[src/rtl/vend_controller.sv]
// vend_controller: coin credit accumulator with dispense handshake, change return and refunds
module vend_controller #(
    parameter int PRICE      = 15,
    parameter int CREDIT_MAX = 95,
    parameter int TIMEOUT    = 1000
) (
    input  logic       clk,
    input  logic       rst,
    input  logic       inN,
    input  logic       inD,
    input  logic       inQ,
    input  logic       sel,
    input  logic       cancel,
    input  logic       disp_ack,
    output logic       disp_req,
    output logic       chg_nickel,
    output logic       coin_reject,
    output logic [6:0] credit,
    output logic       busy
);
    localparam int TW = $clog2(TIMEOUT + 1);

    typedef enum logic [1:0] {IDLE, CREDIT, DISPENSE, CHANGE} state_t;

    state_t          state_q, state_d;
    logic [6:0]      credit_q, credit_d;
    logic [TW-1:0]   timer_q, timer_d;
    logic            gap_q, gap_d;
    logic            disp_req_q, chg_q, chg_d, rej_q, rej_d, busy_q;
    logic            coin_any, coin_fits, accept;
    logic [7:0]      coin_val;

    assign coin_any  = inN | inD | inQ;
    assign coin_val  = inQ ? 8'd25 : inD ? 8'd10 : 8'd5;
    assign coin_fits = ({1'b0, credit_q} + coin_val) <= 8'(CREDIT_MAX);
    // a cancel in CREDIT wins over a coin, so that coin is bounced rather than credited
    assign accept    = (state_q == IDLE || (state_q == CREDIT && !cancel))
                       && $onehot({inN, inD, inQ}) && coin_fits;

    assign disp_req    = disp_req_q;
    assign chg_nickel  = chg_q;
    assign coin_reject = rej_q;
    assign credit      = credit_q;
    assign busy        = busy_q;

    // next-state, credit bookkeeping, idle timer and change pulse/gap sequencing
    always_comb begin
        state_d  = state_q;
        credit_d = credit_q;
        timer_d  = '0;
        gap_d    = 1'b0;
        chg_d    = 1'b0;
        rej_d    = coin_any && !accept;
        unique case (state_q)
            IDLE: begin
                if (accept) begin
                    credit_d = credit_q + coin_val[6:0];
                    state_d  = CREDIT;
                end
            end
            CREDIT: begin
                if (cancel) state_d = CHANGE;
                else if (coin_any) credit_d = accept ? credit_q + coin_val[6:0] : credit_q;
                else if (sel) state_d = (credit_q >= 7'(PRICE)) ? DISPENSE : CREDIT;
                else if (timer_q == TW'(TIMEOUT - 1)) state_d = CHANGE;
                else timer_d = timer_q + 1'b1;
            end
            DISPENSE: begin
                if (disp_ack) begin
                    credit_d = credit_q - 7'(PRICE);
                    state_d  = (credit_q == 7'(PRICE)) ? IDLE : CHANGE;
                end
            end
            CHANGE: begin
                if (gap_q) begin
                    state_d = (credit_q == 7'd0) ? IDLE : CHANGE;
                end else begin
                    chg_d    = 1'b1;
                    credit_d = credit_q - 7'd5;
                    gap_d    = 1'b1;
                end
            end
        endcase
    end

    // state and registered outputs; reset drops everything at once
    always_ff @(posedge clk or posedge rst) begin
        if (rst) begin
            state_q    <= IDLE;
            credit_q   <= '0;
            timer_q    <= '0;
            gap_q      <= 1'b0;
            disp_req_q <= 1'b0;
            chg_q      <= 1'b0;
            rej_q      <= 1'b0;
            busy_q     <= 1'b0;
        end else begin
            state_q    <= state_d;
            credit_q   <= credit_d;
            timer_q    <= timer_d;
            gap_q      <= gap_d;
            disp_req_q <= state_d == DISPENSE;
            chg_q      <= chg_d;
            rej_q      <= rej_d;
            busy_q     <= state_d == DISPENSE || state_d == CHANGE;
        end
    end
endmodule
[config.mk]
export PLATFORM = sky130hd
export DESIGN_NAME = vend_controller
export DESIGN_NICKNAME = d
export VERILOG_FILES = /design/src/rtl/vend_controller.sv
export SDC_FILE = /design/constraint.sdc
export NUM_CORES = 1
export LEC_CHECK = 0
export CAP_MARGIN = 25
export CORE_AREA = 2 2 79 43
export DETAILED_ROUTE_END_ITERATION = 8
export DIE_AREA = 0 0 81 45
export GPL_TIMING_DRIVEN = 0
export PLACE_DENSITY = 0.86
export SYNTH_ARGS = -nofsm -noshare
export SYNTH_HDL_FRONTEND = slang
export SYNTH_SLANG_ARGS = --single-unit
[constraint.sdc]
create_clock -name clk -period 4.3 [get_ports clk]
set_clock_uncertainty 0.05 [all_clocks]
set_input_delay 0.86 -clock clk [delete_from_list [all_inputs] [get_ports clk]]
set_output_delay 0.86 -clock clk [all_outputs]
set_load 0.005 [all_outputs]
## Yosys cells after proc, flatten, opt, wreduce, memory -nomap -nowiden

Index checks and enable logic that the tools add are counted.
Widths: inputs -> output; s select.

- Output and inout bits: 11
- Input port bits: 8
- Register bits after elaboration: 23
- Logic and storage cells: 67

- Equal/unequal tests: 12
- Reductions and logical operators: 11
- $add $sub $neg: 7
- Bitwise logic cells: 2
- Magnitude comparators: 2
- Multiplexer cells: 26

Operators by type and width:

| operator | count |
|---|---|
| $mux 10 | 5 |
| $mux 7 | 5 |
| $pmux 7 s4 | 1 |
| $mux 2 | 10 |
| $add 10x1->10 const B | 1 |
| $eq 10x10->1 const B | 1 |
| $add 7x5->8 | 1 |
| $eq 2x2->1 const B | 4 |
| $le 8x7->1 const B | 1 |
| $ne 2x2->1 const B | 4 |
| $pmux 2 s4 | 1 |
| $add 7x5->7 | 1 |
| $eq 7x4->1 const B | 1 |
| $ge 7x4->1 const B | 1 |
| $logic_not 7->1 | 1 |
| $sub 7x3->7 const B | 1 |
| $sub 7x4->7 const B | 1 |
| $mux 5 | 1 |
| $eq 2x1->1 const B | 2 |
| $logic_and 1x1->1 | 4 |
| $mux 4 | 1 |
| $reduce_and 4->1 | 1 |
| $add 1x1->2 | 1 |
| $add 2x1->2 | 1 |
| 5 further kinds | 9 |

## Longest topological paths before layout

Gate-level depths: netlist of run 1.

- Depth in word-level cells: 9
- Depth in mapped cells: 12
- Mapped depth without buffers: 11

## Worst setup path before layout of run 1

No wires, ideal clock.

- Kind: input to register
- Start: input inQ
- End: register credit_q[4] (netlist: credit[4])
- Cell stages on the path: 12
- Slack: 1462 ps
- Arrival time: 2669 ps
- Setup time: 119 ps
- Required time: 4131 ps
- Path buffers: 1
- Cell sequence: inv_1 nand2_1 ha_1 fa_1 a41oi_1 o21ai_1 xnor2_1 o31ai_2 a21o_1 buf_4 o21bai_1 o21a_1

- Word-level cells in the longest chain between the ends: 9
- Elaborated cells on any way between the ends: 16
- Classes of those cells: add/sub (4); order compare (1); eq/ne (2); mux (5); bitwise (1); reduce/logical (3)

Ends and longest elaborated chain:

| element | line | text |
|---|---|---|
| start, declared | 11 | `input logic inQ,` |
| parallel branches: the longest is 9 deep, another holds $add 7x5->8 | n/a |  |
| end signal, assigned | 99 | `credit_q <= credit_d;` |
| end, declared | 26 | `logic [6:0] credit_q, credit_d;` |

Several ways; the timed one is not identified. The select of a mux whose other input is x is not followed.
A chain may end at the register's enable or synchronous reset.

## Final worst setup path of run 1

Ends and elaborated chain as after synthesis.

==> results.sh, run 1 <==
export IMPL_via_count=1470
export IMPL_critPathKind="in2reg"
export IMPL_p_leak_nw=0.880
export IMPL_setup_viol=0
export IMPL_cts_tree="yes"
export IMPL_outcome="complete, no violations"
export IMPL_synth_edf_count=0
export IMPL_diodes=0
export IMPL_grt_max_degree=23
export IMPL_first_global_vias=1426
export IMPL_multi_input_area_um2=1090
export IMPL_ant_nets=0
export IMPL_drc=0
export IMPL_fin_cells=256
export IMPL_io_buffers=18
export IMPL_numPlacedInstances=253
export IMPL_dr_wl_met2_mm=1.76
export IMPL_postSynthAreaPerCell_um2=8.79
export IMPL_wire_per_inst_um=14.5
export IMPL_ys_seq_area_share_pct=32.1
export IMPL_worstPathArrival_ns=3.58
export IMPL_topRoutingLayerUsed="met4"
export IMPL_synth_async_reset_ratio_pct=100
export IMPL_yosys_warnings=0
export IMPL_ff_latch_area_um2=551
export IMPL_yosys_most_used_dff="dfrtp_1"
export IMPL_slew_headroom_pct=42.8
export IMPL_met3WireLength_um=222
export IMPL_grt_ovfl_total=0
export IMPL_initial_utilization_pct=59.0
export IMPL_crit_path_start_kind="primary input"
export IMPL_clock_latency_ns=0.27
export IMPL_powerDensity_nw_per_um2=678
export IMPL_cp_max_fo=10
export IMPL_syn_inst=195
export IMPL_fmax_mhz=289
export IMPL_cts_root_buffer="clkbuf_8"
export IMPL_core_area_um2=2910
export IMPL_end_kind="flop"
export IMPL_hold_class="reg2reg"
export IMPL_fp_dieW_um=81
export IMPL_ys_seq_elements=22
export IMPL_via_per_inst=5.74
export IMPL_syn_num_nets=220
export IMPL_grt_antenna_before_repair=0
export IMPL_dr_pass1_iters=4
export IMPL_area_growth_syn_to_layout_pct=15.8
export IMPL_tightest_slew_ns=0.856
export IMPL_ios=19
export IMPL_synth_area_um2=1710
export IMPL_cts_htree_levels=1
export IMPL_place_congestion=0.882
export IMPL_fin_ws_ns=0.834
export IMPL_place_area_um2=1940
export IMPL_ir_drop_uv=329
export IMPL_grt_first_pass_wirelength_mm=6.33
export IMPL_routed_wl_mm=3.70
export IMPL_dieArea_um2=3650
export IMPL_worstPathRequired_ns=4.42
export IMPL_grt_usage_pct=23.0
export IMPL_min_period_over_period_pct=80.6
export IMPL_layout_nets=243
export IMPL_row_count=14
export IMPL_ctsHoldBuffers=0
export IMPL_fin_tns_setup_ns=0
export IMPL_rsz0062_at_grt="no"
export IMPL_finalHoldViolations=0
export IMPL_slew_viol_final=0
export IMPL_dp_slack_ns=0.577
export IMPL_cts_resized_gates=0
export IMPL_stdcell_area_um2=1990
export IMPL_synth_cell_types=48
export IMPL_cap_violations=0
export IMPL_cts_buffers=3
export IMPL_clock_path_buffers=2
export IMPL_drive_above_1_share_pct=7.41
export IMPL_clk_pin_slew_worst_paths_ns=0.08
export IMPL_period_minus_slack_ns=3.47
export IMPL_first_iter_violations=106
export IMPL_postCtsSetupRepairBufs=0
export IMPL_cts_sinks=22
export IMPL_wirelength_met1_mm=1.70
export IMPL_die_y_um=45
export IMPL_hpwl_mm=2.82
export IMPL_nFillCells=237
cells in the final DEF, fill, tap and decap left out, types with 2 or more instances in the layout:
cell	netlist	final
nor2b_1	3	3
clkbuf_8	0	3
a22oi_1	2	2
and3_1	5	5
or3_1	3	3
nor3_1	3	3
nand3_1	8	8
dfrtp_1	22	22
o21a_1	2	2
clkbuf_1	2	2
o21ai_0	6	6
fa_1	3	3
o21ai_1	9	9
nand4b_1	2	2
a211oi_1	3	3
nand2_1	14	14
clkdlybuf4s50_1	0	18
xor2_1	7	7
inv_1	14	14
nand2b_1	2	2
xnor2_1	6	6
a21oi_1	10	10
and2_1	5	5
ha_1	14	14
nor2_1	25	25
metrics by stage:
| step | power, mW | hold WS (ns) | util (%) |
|---|---|---|---|
| 3_3_place_gp | 1.16 | 0.419 | 66.9 |
| 5_1_grt | 1.46 | 0.470 | 68.3 |
| 2_1_floorplan | 0.944 | 0.405 | - |
| 6_report | 1.35 | 0.440 | 68.3 |
| 4_1_cts | 1.33 | 0.444 | 68.3 |
| 3_5_place_dp | 1.20 | 0.433 | 66.9 |
per-layer routing:
layer  vias to the layer above  track usage [%]
met5                         -                0
met4                         0             5.42
met3                         7             5.40
met2                        49             39.2
met1                       689             30.4
li1                        725                -
report_power, final:
part           internal (mW)  total, mW  switching, mW  leakage, nW
Combinational          0.420      0.853          0.434        0.582
Clock                 0.0627      0.131         0.0679       0.0216
Sequential             0.261      0.362          0.101        0.276
Total                  0.744       1.35          0.602        0.880
cell usage after synthesis, types with 2 or more instances:
library cell	n	area, um2
nor2_1	25	93.8
a211oi_1	3	22.5
o21ai_0	6	30.0
nand2_1	14	52.6
or3_1	3	18.8
nor2b_1	3	18.8
nand2b_1	2	12.5
nor3_1	3	15.0
nand3_1	8	40.0
inv_1	14	52.6
and3_1	5	31.3
a21oi_1	10	50.1
dfrtp_1	22	551
and2_1	5	31.3
clkbuf_1	2	7.51
a22oi_1	2	15.0
xor2_1	7	61.3
nand4b_1	2	17.5
xnor2_1	6	52.6
ha_1	14	175
o21ai_1	9	45.0
fa_1	3	60.1
o21a_1	2	15.0
state kept, by name (all words and copies together), names as in the netlist:
| signal | cells |
|---|---|
| chg_nickel | 1 |
| credit | 7 |
| disp_req | 1 |
| coin_reject | 1 |
| busy | 1 |
| state_q | 1 |
| timer_q | 10 |
worst max-delay path: stages:
cell             delay [ns]
clkdlybuf4s50_1        0.51
inv_1                  0.16
nand2_1                0.09
ha_1                   0.21
fa_1                   0.38
a41oi_1                0.17
o21ai_1                0.12
xnor2_1                0.14
o31ai_2                0.35
a21o_1                 0.22
buf_4                  0.18
o21bai_1               0.09
o21a_1                 0.10
cells by family after synthesis:
group / share of synthesized area, %
muxes: 0.584
AOI/OAI and AO/OA: 18.9
adders and majority gates: 13.7
DFF: 32.1
and+or+nand+nor: 23.6
buffers and inverters: 4.45
xor gates and xnor gates: 6.64
final timing paths:
kind	depth (start not counted)	endpoint	from	slack, ns
worst max-delay path	13	credit[4]	inQ	0.83
worst min-delay path	1	timer_q[0]	timer_q[0]	0.44
worst max register to register	12	credit[6]	state_q[0]	1.34
worst min register to register	1	timer_q[0]	timer_q[0]	0.44
max in group asynchronous	2	timer_q[4]	rst	2.65
min in group asynchronous	2	credit[3]	rst	1.01
layout make-up:
class                   instances  share of cell area [%]
well taps                      40                    2.52
clock buffers                   3                    2.08
inverters                      15                    2.84
plain buffers                   4                    1.01
multi-input cells             154                    54.8
repair buffers                 18                    9.07
flip-flops and latches         22                    27.7
Power figures use the tool's default switching activity.
==> run 2, diff against run 1 <==
CORE_AREA = 2 2 85 46   (was 2 2 79 43)
DIE_AREA = 0 0 87 48   (was 0 0 81 45)
PLACE_DENSITY = 0.78   (was 0.86)
clock period = 2.96 ns   (was 4.3 ns; I/O delays follow)
==> results.sh, run 2 (synthesized netlist as in run 1, its figures left out) <==
export IMPL_dr_pass1_iters=4
export IMPL_use_met3_pct=3.97
export IMPL_clock_latency_ns=0.26
export IMPL_layout_common_cells="25 x nor2_1, 22 x dfrtp_1, 16 x clkdlybuf4s50_1"
export IMPL_outcome="complete, no violations"
export IMPL_stdcell_area_um2=2050
export IMPL_routed_wl_mm=3.73
export IMPL_crit_path_start_kind="primary input"
export IMPL_powerDensity_nw_per_um2=1020
export IMPL_p_leak_nw=0.915
export IMPL_grt_max_degree=23
export IMPL_fp_dieW_um=87
export IMPL_busiest_layer="met2"
export IMPL_end_kind="flop"
export IMPL_wire_per_inst_um=14.3
export IMPL_largest_reg_flops=10
export IMPL_hpwl_mm=2.74
export IMPL_clock_path_buffers=2
export IMPL_io_buffers=18
export IMPL_period_minus_slack_ns=2.77
export IMPL_cts_buffers=3
export IMPL_setup_viol=0
export IMPL_drive_above_1_share_pct=10.6
export IMPL_met2_usage_pct=35.4
export IMPL_initial_utilization_pct=51.0
export IMPL_worstPathArrival_ns=2.87
export IMPL_area_growth_syn_to_layout_pct=19.6
export IMPL_place_congestion=0.828
export IMPL_critPathKind="in2reg"
export IMPL_row_count=15
export IMPL_via_per_inst=5.70
export IMPL_diodes=0
export IMPL_ios=19
export IMPL_tightest_slew_ns=0.820
export IMPL_rsz0062_at_grt="no"
export IMPL_power_mw=2.09
export IMPL_grt_antenna_before_repair=0
export IMPL_cp_max_fo=6
export IMPL_regMostFlops="timer_q"
export IMPL_place_area_um2=1950
export IMPL_drc=0
export IMPL_first_global_vias=1416
export IMPL_ir_drop_uv=402
export IMPL_whs_ns=0.446
export IMPL_grt_first_pass_wirelength_mm=6.47
export IMPL_final_common_cell="nor2_1"
export IMPL_core_area_um2=3360
export IMPL_ant_nets=0
export IMPL_finalHoldViolations=0
export IMPL_layout_nets=244
export IMPL_die_y_um=48
export IMPL_clk_pin_slew_worst_paths_ns=0.08
export IMPL_cts_sinks=22
export IMPL_grt_usage_pct=20.1
export IMPL_min_period_over_period_pct=93.5
export IMPL_grt_ovfl_total=0
export IMPL_hold_class="reg2reg"
export IMPL_grtUsageMet1_pct=26.3
export IMPL_cts_htree_levels=1
export IMPL_slew_viol_final=0
export IMPL_cap_violations=0
export IMPL_fmax_mhz=361
export IMPL_dieArea_um2=4180
export IMPL_slew_headroom_pct=45.3
export IMPL_fin_tns_setup_ns=0
export IMPL_first_iter_violations=124
export IMPL_worstPathRequired_ns=3.07
export IMPL_cts_root_buffer="clkbuf_8"
export IMPL_cts_tree="yes"
export IMPL_ctsHoldBuffers=0
export IMPL_via_count=1483
[run 2: critical path, cell delays in order]
cell,delay (ns)
dlygate4sd2_1,0.30
inv_2,0.09
nand2_1,0.07
ha_1,0.22
fa_1,0.38
a41oi_2,0.16
o21ai_2,0.09
xnor2_1,0.19
o31ai_2,0.09
a21o_1,0.21
buf_4,0.14
a221o_1,0.33
[run 2: per-stage QoR]
step           std cells  setup WS [ns]  utilization, %
2_1_floorplan        195          0.390               -
3_5_place_dp         255         -0.451            58.0
6_report             260          0.193            61.0
5_1_grt              260         0.0291            61.0
3_3_place_gp         255         -0.416            58.0
4_1_cts              260        0.00199            60.3
[run 2: timing repair]
action	in CTS	in global routing
resized for setup	1	7
endpoints found under the hold margin	0	0
setup buffers	1	1
pin swaps	1	3
endpoints found under the setup margin	7	7
[run 2: area by class of cell]
| type | count | area (um2) |
|---|---|---|
| Fill cell | 277 | 1310 |
| Multi-Input combinational cell | 154 | 1100 |
| Sequential cell | 22 | 551 |
| Timing Repair Buffer | 20 | 196 |
| Inverter | 15 | 56.3 |
| Tap cell | 42 | 52.6 |
| Clock buffer | 3 | 41.3 |
| Clock inverter | 1 | 30.0 |
| Buffer | 3 | 20.0 |
[run 2: worst paths after layout]
check	start	endpoint	slack, ns	cells after the start
worst max-delay path	inQ	credit[0]	0.19	12
worst min-delay path	timer_q[0]	timer_q[0]	0.45	1
worst max register to register	busy	credit[6]	0.25	10
worst min register to register	timer_q[0]	timer_q[0]	0.45	1
max in group asynchronous	rst	coin_reject	1.62	2
min in group asynchronous	rst	credit[5]	0.74	2
[run 2: per-layer routing]
metal / share of wire [%] / up-vias / routed length [um]
met5: 0 / - / 0
met4: 0.46 / 0 / 17
met3: 4.9 / 2 / 182
met2: 48 / 39 / 1810
met1: 46 / 717 / 1720
li1: - / 725 / -
[run 2: power breakdown]
group,internal [mW],switching [mW]
logic,0.642,0.629
clock network,0.181,0.102
registers,0.380,0.154
total,1.20,0.885
